**src/rtl/wb_writer_if.sv**
```systemverilog
// rtl/wb_writer_if.sv - write-back arbiter bus: WB results, load issue/response, register-file write port
interface wb_writer_if #(
    parameter int DATA_W = 32,
    parameter int ADDR_W = 5
);
    logic                     alu_we;
    logic [ADDR_W-1:0]        alu_waddr;
    logic [DATA_W-1:0]        alu_wdata;
    logic                     ld_issue;
    logic [ADDR_W-1:0]        ld_issue_rd;
    logic                     ld_valid;
    logic [ADDR_W-1:0]        ld_rd;
    logic [DATA_W-1:0]        ld_data;
    logic                     ld_ready;
    logic                     we;
    logic [ADDR_W-1:0]        waddr;
    logic [DATA_W-1:0]        wdata;
    logic [(1<<ADDR_W)-1:0]   pending;

    modport master (
        output alu_we, alu_waddr, alu_wdata,
        output ld_issue, ld_issue_rd,
        output ld_valid, ld_rd, ld_data,
        input  ld_ready,
        input  we, waddr, wdata, pending
    );

    modport slave (
        input  alu_we, alu_waddr, alu_wdata,
        input  ld_issue, ld_issue_rd,
        input  ld_valid, ld_rd, ld_data,
        output ld_ready,
        output we, waddr, wdata, pending
    );
endinterface

```
**src/rtl/wb_writer.sv**
```systemverilog
// rtl/wb_writer.sv - register-file write-port arbiter merging WB results and buffered load responses
module wb_writer #(
    parameter int DATA_W     = 32,
    parameter int ADDR_W     = 5,
    parameter int FIFO_DEPTH = 2
) (
    input  logic        clk,
    input  logic        rst,
    wb_writer_if.slave  bus
);
    localparam int NREG  = 1 << ADDR_W;
    localparam int PTR_W = $clog2(FIFO_DEPTH);
    localparam int CNT_W = PTR_W + 1;

    logic [DATA_W-1:0] fifo_data [FIFO_DEPTH];
    logic [ADDR_W-1:0] fifo_rd   [FIFO_DEPTH];
    logic [PTR_W-1:0]  rd_ptr, wr_ptr;
    logic [CNT_W-1:0]  count;
    logic [NREG-1:0]   pending_q, kill_q;
    logic [NREG-1:0]   pending_n, kill_n;

    logic              we_q;
    logic [ADDR_W-1:0] waddr_q;
    logic [DATA_W-1:0] wdata_q;

    logic              ld_ready;
    logic              alu_sel, fifo_empty, accept;
    logic              deq, byp, enq, ld_sel, ld_write;
    logic [ADDR_W-1:0] sel_rd;
    logic [DATA_W-1:0] sel_data;
    logic              wr_en;
    logic [ADDR_W-1:0] wr_addr;
    logic [DATA_W-1:0] wr_data;

    // Ready depends only on the occupancy register, so a full FIFO cannot accept even while draining.
    assign ld_ready    = !rst && (count < CNT_W'(FIFO_DEPTH));
    assign bus.ld_ready = ld_ready;
    assign bus.we      = we_q;
    assign bus.waddr   = waddr_q;
    assign bus.wdata   = wdata_q;
    assign bus.pending = pending_q;

    // Pick the write source: ALU first, then FIFO head, then a bypassing response when the FIFO is empty.
    always_comb begin
        alu_sel    = bus.alu_we && (bus.alu_waddr != '0);
        fifo_empty = (count == '0);
        accept     = bus.ld_valid && ld_ready;
        deq        = !alu_sel && !fifo_empty;
        byp        = !alu_sel && fifo_empty && accept;
        enq        = accept && !byp;
        ld_sel     = deq || byp;
        sel_rd     = deq ? fifo_rd[rd_ptr]   : bus.ld_rd;
        sel_data   = deq ? fifo_data[rd_ptr] : bus.ld_data;
        // A killed or r0 load still uses up its slot but must not reach the register file.
        ld_write   = ld_sel && (sel_rd != '0) && !kill_q[sel_rd];
        wr_en      = alu_sel || ld_write;
        wr_addr    = alu_sel ? bus.alu_waddr : sel_rd;
        wr_data    = alu_sel ? bus.alu_wdata : sel_data;
    end

    // Next pending/kill: a younger ALU write kills the outstanding load; draining clears; issue sets.
    always_comb begin
        pending_n = pending_q;
        kill_n    = kill_q;
        if (alu_sel && pending_q[bus.alu_waddr])
            kill_n[bus.alu_waddr] = 1'b1;
        if (ld_sel && (sel_rd != '0)) begin
            pending_n[sel_rd] = 1'b0;
            kill_n[sel_rd]    = 1'b0;
        end
        if (bus.ld_issue && (bus.ld_issue_rd != '0))
            pending_n[bus.ld_issue_rd] = 1'b1;
    end

    // FIFO storage needs no reset; occupancy alone decides which entries are live.
    always_ff @(posedge clk) begin
        if (enq) begin
            fifo_data[wr_ptr] <= bus.ld_data;
            fifo_rd[wr_ptr]   <= bus.ld_rd;
        end
    end

    // FIFO pointers and occupancy; power-of-two depth lets the pointers wrap naturally.
    always_ff @(posedge clk or posedge rst) begin
        if (rst) begin
            rd_ptr <= '0;
            wr_ptr <= '0;
            count  <= '0;
        end else begin
            if (enq) wr_ptr <= wr_ptr + PTR_W'(1);
            if (deq) rd_ptr <= rd_ptr + PTR_W'(1);
            count <= count + CNT_W'(enq) - CNT_W'(deq);
        end
    end

    // Pending and kill scoreboard registers.
    always_ff @(posedge clk or posedge rst) begin
        if (rst) begin
            pending_q <= '0;
            kill_q    <= '0;
        end else begin
            pending_q <= pending_n;
            kill_q    <= kill_n;
        end
    end

    // Registered write port; address and data hold when nothing is written.
    always_ff @(posedge clk or posedge rst) begin
        if (rst) begin
            we_q    <= 1'b0;
            waddr_q <= '0;
            wdata_q <= '0;
        end else begin
            we_q <= wr_en;
            if (wr_en) begin
                waddr_q <= wr_addr;
                wdata_q <= wr_data;
            end
        end
    end

    // Decode must never issue a load to a register that still has one outstanding.
    assert property (@(posedge clk) disable iff (rst)
        !(bus.ld_issue && (bus.ld_issue_rd != '0) && pending_q[bus.ld_issue_rd]));
endmodule

```
**src/flat_wrapper.sv**
```systemverilog
// flat-port wrapper written by rule: the top's interface ports become plain ports
module wb_writer_flat 
#(
    parameter int DATA_W     = 32,
    parameter int ADDR_W     = 5,
    parameter int FIFO_DEPTH = 2
)
  (clk, rst, bus_alu_we, bus_alu_waddr, bus_alu_wdata, bus_ld_issue, bus_ld_issue_rd, bus_ld_valid, bus_ld_rd, bus_ld_data, bus_ld_ready, bus_we, bus_waddr, bus_wdata, bus_pending);
  wb_writer_if #(.DATA_W(DATA_W), .ADDR_W(ADDR_W)) bus_i ();
  input  logic clk;
  input  logic rst;
  input wire logic [$bits(bus_i.alu_we)-1:0] bus_alu_we;
  input wire logic [$bits(bus_i.alu_waddr)-1:0] bus_alu_waddr;
  input wire logic [$bits(bus_i.alu_wdata)-1:0] bus_alu_wdata;
  input wire logic [$bits(bus_i.ld_issue)-1:0] bus_ld_issue;
  input wire logic [$bits(bus_i.ld_issue_rd)-1:0] bus_ld_issue_rd;
  input wire logic [$bits(bus_i.ld_valid)-1:0] bus_ld_valid;
  input wire logic [$bits(bus_i.ld_rd)-1:0] bus_ld_rd;
  input wire logic [$bits(bus_i.ld_data)-1:0] bus_ld_data;
  output wire logic [$bits(bus_i.ld_ready)-1:0] bus_ld_ready;
  output wire logic [$bits(bus_i.we)-1:0] bus_we;
  output wire logic [$bits(bus_i.waddr)-1:0] bus_waddr;
  output wire logic [$bits(bus_i.wdata)-1:0] bus_wdata;
  output wire logic [$bits(bus_i.pending)-1:0] bus_pending;
  assign bus_i.alu_we = bus_alu_we;
  assign bus_i.alu_waddr = bus_alu_waddr;
  assign bus_i.alu_wdata = bus_alu_wdata;
  assign bus_i.ld_issue = bus_ld_issue;
  assign bus_i.ld_issue_rd = bus_ld_issue_rd;
  assign bus_i.ld_valid = bus_ld_valid;
  assign bus_i.ld_rd = bus_ld_rd;
  assign bus_i.ld_data = bus_ld_data;
  assign bus_ld_ready = bus_i.ld_ready;
  assign bus_we = bus_i.we;
  assign bus_waddr = bus_i.waddr;
  assign bus_wdata = bus_i.wdata;
  assign bus_pending = bus_i.pending;
  wb_writer #(.DATA_W(DATA_W), .ADDR_W(ADDR_W), .FIFO_DEPTH(FIFO_DEPTH)) u_core (.clk(clk), .rst(rst), .bus(bus_i));
endmodule
```
**config.mk**
```make
export PLATFORM = sky130hd
export DESIGN_NAME = wb_writer_flat
export DESIGN_NICKNAME = d
export VERILOG_FILES = /design/src/rtl/wb_writer_if.sv /design/src/rtl/wb_writer.sv /design/src/flat_wrapper.sv
export SDC_FILE = /design/constraint.sdc
export NUM_CORES = 1
export LEC_CHECK = 0
export BUFFER_PORTS_ARGS = -buffer_cell sky130_fd_sc_hd__buf_4
export CAP_MARGIN = 20
export CORE_ASPECT_RATIO = 0.9
export CORE_MARGIN = 2
export CORE_UTILIZATION = 50
export DETAILED_ROUTE_END_ITERATION = 8
export PLACE_DENSITY = 0.73
export SLEW_MARGIN = 25
export SYNTH_ARGS = -nofsm -noshare
export SYNTH_HDL_FRONTEND = slang
export SYNTH_SLANG_ARGS = --single-unit
```
**constraint.sdc**
```tcl
create_clock -name clk -period 9.37 [get_ports clk]
set_input_delay 2.3425 -clock clk [delete_from_list [all_inputs] [get_ports clk]]
set_output_delay 2.3425 -clock clk [all_outputs]
set_load 0.02 [all_outputs]
```
==> metrics.txt <==
DRC=0; Finished Layout Cells=approximately 1,100; complex-gate fraction of the synthesized area=0.211; cells after synthesis=787; via count=around 7,000; Max Slew Vio Count=0; commonest non-fill, non-tap cell in the layout=buf_4; Routed WL=approximately 23 mm; ys async rst share=0.589; placed insts=1,115; CORE AREA=16,900 sq um; initial antenna violation count=0; Hold Startpoint=u_core.kill_q[0]; mux contribution to synthesized area=0.0887; Fin Clk Skew=roughly 0.0070 ns; Reg2Reg Setup Slack=4.52 ns; Setup TNS=0 ns; CP startpoint kind=input port; clk_lat worst skew=about 0.43 ns; Area after DPL=10,100 sq um; largest net degree at the start of global routing=78; Worst-Margin Slew=0.970 ns; Worst Path Arrival=6.65 ns; P_leak=approximately 4.3 nW; final critical-path required period=6.33 ns; post-synth top area cell=dfrtp_1; PwrDens=291 nW/um^2; period utilization=0.676; RSZ-0062 raised after global routing=false; CP max FO=73; Cell variety after synth=64; Area Growth Syn to Fin=22.7%; DRT iter0 DRCs=575; nets=1,009; Routability Congestion=0.918; Clock Path Buffers=2; post-synthesis adder-cell area fraction=0.00289; drt via density=6.13; Post-Layout Inst Area=10,600 sq um; Die ar.=18,400 sq um; Metal-1 WL=10.3 mm; clk slew on worst S/H paths=roughly 0.070 ns; setup violators final=0; top cell type's share of synthesized area=0.306; clock sink total=180; Peak VDD IR=0.000170 V; H-tree Lvls=4; # hold bufs at CTS=0; Max Fclk=158 MHz; GRT Util Overall=0.255; die height=129 um; Die X=about 140 um; port buffer count=154; Yosys reg bits=180; met2 routed WL=~10 mm; xor/xnor cell area share of the yosys netlist=0.00405; met3 wire len=~1.8 mm; largest family of logic cells by synthesized area=compound AO/OA/AOI/OAI gates; DRT Pass-1 Iters=5; GR Overflow Total=0; Post-synth EDFFs=74; WL per Instance=about 20 um; R2R Path End=u_core.bus.waddr[1]; Crit. End Element=flip-flop; layout cells sized above 1=0.265; synth top area cells=dfrtp_1 31%, edfxtp_1 26%, a21oi_1 7.5%; Crit Reg-Reg Startpoint=u_core.count[1]; Starting Density=0.513; maxcap violations=0; final antenna-violating net count=0; Final Hold Vio Count=0; post-cts resize count=0; Boundary Pins=155; Hold Path Depth=0; Min-Delay Path Class=reg -> reg; Crit path required time=9.69 ns; Synth Area in Simple Gates=0.104; vias in the first global route=6,661; syn avg cell area=approximately 11 sq um; commonest non-fill, non-tap cells in the layout=164 x buf_4, 129 x a21oi_1, 105 x dfrtp_1; post-CTS setup buffer count=0; CTS Buf Count=17; clk root buf=clkbuf_16; Mapped Area=8660 sq um; Mapped Nets=around 870; Finished Core Util=0.629; status=complete, no violations; Yosys Warn Count=0; register area share after synthesis=0.563; CTS tree=built; CP Class=in -> reg; ant diodes=0; Site Rows=45; HPWL Detailed=15.3 mm; ys flop type=dfrtp_1; cells on worst reg2reg path=10; first-pass GRT wire length=36.2 mm; Slew HR=0.353; top routing layer used=met4; WHS Endpoint=u_core.kill_q[0]; Hold WS=around 0.41 ns
-- state kept, by name, summed over array words and instances (netlist names), 2 cells and up --
name	count
u_core.kill_q	32
u_core.fifo_rd	10
u_core.fifo_data	64
u_core.bus.pending	32
u_core.bus.waddr	5
u_core.bus.wdata	32
u_core.count	2
-- how the worst max path moves through the flow --
stage / from / endpoint / slack (ns) / cells after the start
floorplan: bus_alu_waddr[4] / u_core.fifo_data[0][0] / 3.80 / 6
global placement: bus_alu_waddr[0] / u_core.bus.waddr[0] / 2.81 / 11
detailed placement: bus_alu_waddr[0] / u_core.bus.waddr[0] / 2.65 / 11
CTS: bus_alu_waddr[0] / u_core.bus.waddr[1] / 3.10 / 11
global route: bus_alu_waddr[0] / u_core.bus.waddr[1] / 2.64 / 11
finish: bus_alu_waddr[0] / u_core.bus.waddr[1] / 3.04 / 11
-- report_power, final --
part	leakage, nW	total [mW]	internal, mW	switching, mW
Combinational	2.09	1.23	0.503	0.727
Sequential	1.97	1.17	1.03	0.147
Clock	0.284	0.688	0.363	0.325
Total	4.35	3.09	1.89	1.20
-- kinds of logic after synthesis --
group | after synthesis
DFF | 180
xor gates and xnor gates | 4
buffers and inverters | 57
muxes | 64
and+or+nand+nor | 195
adders and majority gates | 2
AOI/OAI and AO/OA | 285
-- per-stage QoR --
step / setup WS (ns) / total power, mW
detailed placement: 2.65 / 2.40
global route: 2.64 / 3.26
floorplan: 3.80 / 1.96
finish: 3.04 / 3.09
CTS: 3.10 / 3.09
global placement: 2.81 / 2.38
-- per-layer routing --
layer / vias up / track usage
met5: - / 0
met4: 0 / 0.0891
met3: 41 / 0.0566
met2: 336 / 0.372
met1: 3425 / 0.378
li1: 3224 / -
-- final cells by class --
class | count | area (sq um)
clock buffer | 18 | 450
sequential | 180 | 4880
inverter | 7 | 28.8
tap | 211 | 264
fill | 1357 | 6270
clock inverter | 14 | 115
multi-input combinational | 550 | 3600
timing repair buffer | 167 | 1290
-- synth_stat cells, types with 7 or more instances --
| cell type | instances |
|---|---|
| edfxtp_1 | 74 |
| mux2i_1 | 43 |
| clkbuf_1 | 34 |
| mux4_2 | 9 |
| nand3_1 | 8 |
| nor3b_1 | 8 |
| buf_2 | 10 |
| o21ai_0 | 53 |
| nand2_1 | 62 |
| nor3_1 | 7 |
| o211ai_1 | 16 |
| a22o_1 | 16 |
| nor2_1 | 80 |
| a21oi_1 | 129 |
| mux2_2 | 12 |
| dfrtp_1 | 106 |
| o31a_1 | 33 |
-- worst max-delay path: stages --
cell and delay, ns:
buf_4 0.23, nor2_1 0.16, a31oi_4 0.70, clkinv_1 0.68, or4b_1 0.66, nand2_1 0.31, a221oi_2 0.13, o211ai_4 0.21
buf_4 0.60, o21ai_0 0.29, o221a_2 0.32
No activity file was read; power rests on OpenSTA's default activity.
